### src/rtl/spi_baud_generator.sv
// SPI serial-clock generator: derives SCLK from the SPPR/SPR divisor and emits
// one-PCLK sample/shift strobes on each SCLK edge for the shift-register stage.
module spi_baud_generator #(
  parameter int DIV_W = 12
) (
  input  logic             PCLK,
  input  logic             PRESET_n,
  input  logic [1:0]       spi_mode_i,
  input  logic             spiswai_i,
  input  logic [2:0]       sppr_i,
  input  logic [2:0]       spr_i,
  input  logic             cpol_i,
  input  logic             cpha_i,
  input  logic             ss_i,
  output logic             sclk_o,
  output logic [DIV_W-1:0] BaudRateDivisor_o,
  output logic             sample_pulse_o,
  output logic             shift_pulse_o
);

  logic [DIV_W-1:0] w_prescale;
  logic [3:0]       w_shamt;
  logic [DIV_W-1:0] w_div;
  logic [DIV_W-1:0] w_half_m1;
  logic             w_active;
  logic             w_is_sample;

  logic [DIV_W-1:0] r_div;
  logic [DIV_W-1:0] r_count;
  logic             r_sclk;
  logic             r_cpol;
  logic             r_cpha;
  logic             r_sample;
  logic             r_shift;

  // div = (sppr+1) << (spr+1); the 4-bit shift amount keeps spr=7 from wrapping.
  assign w_prescale = DIV_W'(sppr_i) + DIV_W'(1);
  assign w_shamt    = {1'b0, spr_i} + 4'd1;
  assign w_div      = w_prescale << w_shamt;

  // Half period is taken from the frozen divisor, never the live register fields.
  assign w_half_m1  = (r_div >> 1) - DIV_W'(1);

  assign w_active   = !ss_i && ((spi_mode_i == 2'b00) ||
                                (spi_mode_i == 2'b01 && !spiswai_i));

  // The upcoming edge drives SCLK to ~r_sclk; it samples when that level is ~(cpol^cpha).
  assign w_is_sample = ((~r_sclk) == ~(r_cpol ^ r_cpha));

  always_ff @(posedge PCLK or negedge PRESET_n) begin
    if (!PRESET_n) begin
      r_div    <= DIV_W'(2);
      r_count  <= '0;
      r_sclk   <= 1'b0;
      r_cpol   <= 1'b0;
      r_cpha   <= 1'b0;
      r_sample <= 1'b0;
      r_shift  <= 1'b0;
    end else if (!w_active) begin
      r_div    <= w_div;
      r_cpol   <= cpol_i;
      r_cpha   <= cpha_i;
      r_count  <= '0;
      r_sclk   <= cpol_i;
      r_sample <= 1'b0;
      r_shift  <= 1'b0;
    end else if (r_count == w_half_m1) begin
      r_count  <= '0;
      r_sclk   <= ~r_sclk;
      r_sample <= w_is_sample;
      r_shift  <= ~w_is_sample;
    end else begin
      r_count  <= r_count + DIV_W'(1);
      r_sample <= 1'b0;
      r_shift  <= 1'b0;
    end
  end

  assign sclk_o            = r_sclk;
  assign BaudRateDivisor_o = r_div;
  assign sample_pulse_o    = r_sample;
  assign shift_pulse_o     = r_shift;

endmodule

### config.mk
export PLATFORM = sky130hd
export DESIGN_NAME = spi_baud_generator
export DESIGN_NICKNAME = d
export VERILOG_FILES = /design/src/rtl/spi_baud_generator.sv
export SDC_FILE = /design/constraint.sdc
export NUM_CORES = 1
export LEC_CHECK = 0
export ABC_AREA = 1
export BUFFER_PORTS_ARGS = -buffer_cell sky130_fd_sc_hd__buf_2
export CORE_ASPECT_RATIO = 0.7
export CORE_MARGIN = 2
export CORE_UTILIZATION = 45
export CTS_BUF_LIST = sky130_fd_sc_hd__clkbuf_4
export CTS_CLUSTER_DIAMETER = 30
export CTS_CLUSTER_SIZE = 24
export DETAILED_ROUTE_END_ITERATION = 10
export PLACE_DENSITY = 0.65
export SLEW_MARGIN = 20
export SYNTH_ARGS = -nofsm -noshare
export SYNTH_HDL_FRONTEND = slang
export SYNTH_SLANG_ARGS = --single-unit
export TNS_END_PERCENT = 5
### constraint.sdc
create_clock -name PCLK -period 4.75 [get_ports PCLK]
set_input_delay 0.2375 -clock PCLK [delete_from_list [all_inputs] [get_ports PCLK]]
set_output_delay 0.2375 -clock PCLK [all_outputs]
set_load 0.005 [all_outputs]
==> summary.txt <==
Drt
  – Detailed-route via count: 1678
  – Routed wire length: between 4000 and 5000 um
  – Final ANT Viol Nets: 0
  – Initial DRC count: between 80 and 90
  – DRT Pass-1 Iters: 4
  – DRC: 0
  – WL/cell: 12.4 um
  – Vias/cell: 4.86

Layout
  – Antenna diodes: 0
  – Final core utilization: roughly half
  – Synth-to-Final Area Change: 12.2%
  – Total Nets Final: 307
  – Layout cells sized above 1: 24.5%
  – Non-Filler Instances: 345
  – Final instance area: 0.00220 sq mm

Worst setup path
  – Worst Setup Start Kind: register
  – CP required: 5020 ps
  – Worst-path maximum fanout: 11
  – CP arrival: roughly 2300 ps
  – Crit Path Category: register to register
  – Worst setup EP type: register

Synth
  – Post-synth EDFFs: 0
  – Syn Nets: around 280
  – Ys async rst share: 100%
  – Synth Instances: 258
  – Ys flop type: dfrtp_1
  – Yosys reg bits: 29
  – Cell area after synthesis: 0.00196 sq mm
  – Yosys cell types: 32
  – Register area share after synthesis: between 30% and 40%
  – Yosys warnings: 0
  – Avg Synthesized Cell Area: ~7.6 sq um

Timing
  – Setup slack after layout: 2740 ps
  – Worst slew margin: between 50% and 60%
  – Period utilisation layout: about 42%
  – Final setup violation count: 0
  – Final Critical Period: 2010 ps
  – Worst slew pin tran: ~660 ps
  – Slew Viols, Final: 0
  – Hold Slack: between 100 and 150 ps
  – Worst clock skew: 7.32 ps
  – Fin. Hold Viols: 0
  – Post-Route Setup TNS: 0 ps
  – RSZ-0062 raised after global routing: false
  – Top achievable clock speed: about 500 MHz

Global route
  – Layer with the highest usage: met1
  – Global-route wire length before repair: between 7000 and 8000 um
  – Overall routing resource usage: 19.6%
  – Largest net degree at the start of global routing: 30
  – Met1 Use GR: approximately 30%
  – GRT met2 Usage: between 20% and 30%
  – M3 GR Usage: 4.87%
  – Initial antenna violation count: 0
  – Grt ovf: 0
  – Vias in the first global route: 1567

Placed design
  – Post-placement cell area: 0.00214 sq mm
  – Placed instance count: 336
  – Dpl ws: 2750 ps
  – IO Port Bufs: 28
  – GPL Wtd Cong: 0.868
  – Post-DP HPWL: 3410 um

Clock network
  – H-tree levels: 2
  – Num CTS Buffers: 5
  – Post_cts resized: 0
  – Worst skew pair latency: roughly 320 ps
  – Worst-path clk slew: 90 ps
  – Max Root-Sink Buffers: 2
  – CTS tree: done
  – Clk sinks: 29
  – Postcts setup bufs: 0
  – CTS root buffer: clkbuf_4

Job
  – Max_cap viols: 0

Outcome
  – Status: finished clean

Floorplan
  – Io pins: 29
  – Row Count: 20
  – Die area: ~0.0049 sq mm
  – Die X: 83.0 um
  – Initial Util: 45.9%
  – Die H: 59.3 um
  – Core ar.: ~0.0043 sq mm

Pwr
  – LEAKAGE: 1.10 nW
  – Worst vdd ir: 0.137 mV
  – Final total power: 0.636 mW
  – PwrDens: 289 mW/mm^2

Min path
  – Hold Path Class: input port to register
power breakdown:
group | total [mW] | internal (mW) | switching, mW
Combinational | 0.206 | 0.0740 | 0.132
Sequential | 0.281 | 0.261 | 0.0193
Clock | 0.150 | 0.0682 | 0.0819
Total | 0.636 | 0.404 | 0.233
synthesized netlist by cell type (3+ instances only):
| master | n | share of area (%) |
|---|---|---|
| nand3_2 | 3 | 1.5 |
| o21ai_0 | 14 | 3.6 |
| xor2_1 | 13 | 5.8 |
| clkbuf_1 | 4 | 0.76 |
| nand3_1 | 20 | 5.1 |
| ha_1 | 4 | 2.5 |
| nand2_1 | 65 | 12 |
| nor2_1 | 22 | 4.2 |
| inv_1 | 23 | 4.4 |
| xnor2_1 | 3 | 1.3 |
| nor2_2 | 13 | 4.1 |
| nand4_1 | 4 | 1.3 |
| a21oi_1 | 3 | 0.76 |
| nor2_4 | 5 | 2.9 |
| inv_2 | 5 | 0.96 |
| o22ai_1 | 3 | 0.96 |
| nand3b_1 | 3 | 1.1 |
| nor3_1 | 4 | 1.0 |
| dfrtp_1 | 28 | 36 |
cell type report:
class                           count  area [sq um]
Inverter                           29           110
Clock inverter                      1          3.75
Timing Repair Buffer               29           150
Sequential cell                    29           727
Tap cell                           55          68.8
Multi-Input combinational cell    195          1090
Clock buffer                        7          52.6
Fill cell                         440          2070
sequential cells by signal, indices dropped and copies added (netlist names):
register           cells
r_cpol                 1
r_count               12
sample_pulse_o         1
shift_pulse_o          1
sclk_o                 1
r_cpha                 1
BaudRateDivisor_o     12
path summary, 6_finish.rpt:
check | startpoint | to | slack, ps | cells after the start
setup / recovery | BaudRateDivisor_o[1] | sclk_o | 2740 | 13
hold / removal | cpha_i | r_cpha | 140 | 3
setup reg to reg | BaudRateDivisor_o[1] | sclk_o | 2740 | 13
hold reg to reg | r_cpol | r_cpol | 500 | 2
max in group asynchronous | PRESET_n | r_count[6] | 3850 | 2
min in group asynchronous | PRESET_n | BaudRateDivisor_o[10] | 480 | 2
cells in the final DEF, fill, tap and decap left out, types with 3 or more instances in the layout:
cell / count
nor3_1: 4
inv_2: 5
nand2_1: 65
clkbuf_4: 7
xor2_1: 13
o22ai_1: 3
inv_1: 23
nor2_4: 5
nand3_1: 20
nor2_1: 22
nand3b_1: 3
nand4_1: 4
dfrtp_1: 28
a21oi_1: 3
ha_1: 4
xnor2_1: 3
nand3_2: 3
o21ai_0: 14
buf_2: 28
nor2_2: 13
worst max-delay path, cell delays in order (launching register included):
cell	delay [ps]
dfstp_2	590
inv_2	60
ha_1	220
nand2_2	120
nor2_2	80
nand2_1	70
nand2_1	50
nand2_1	50
nand3_1	110
nor2_4	170
nand3_4	110
nand2_4	190
nand2_1	70
nand2_1	60
metal layers:
metal  up-vias  share of wire (%)
met5         -                  0
met4         0               0.72
met3         6                6.7
met2        47                 39
met1       739                 53
li1        886                  -
what timing repair did:
action	4_1_cts	5_1_grt
endpoints found under the hold margin	28	0
hold buffers	1	0
setup endpoints to repair	0	0
cells by family after synthesis:
logic type | after synthesis | share of synthesized area, %
simple gates | 146 | 37.0
xor+xnor | 17 | 7.96
compound gates | 28 | 8.09
fa+ha+maj | 4 | 2.55
flops | 29 | 37.0
buf+inv | 34 | 7.39
No activity file was read; power rests on OpenSTA's default activity.
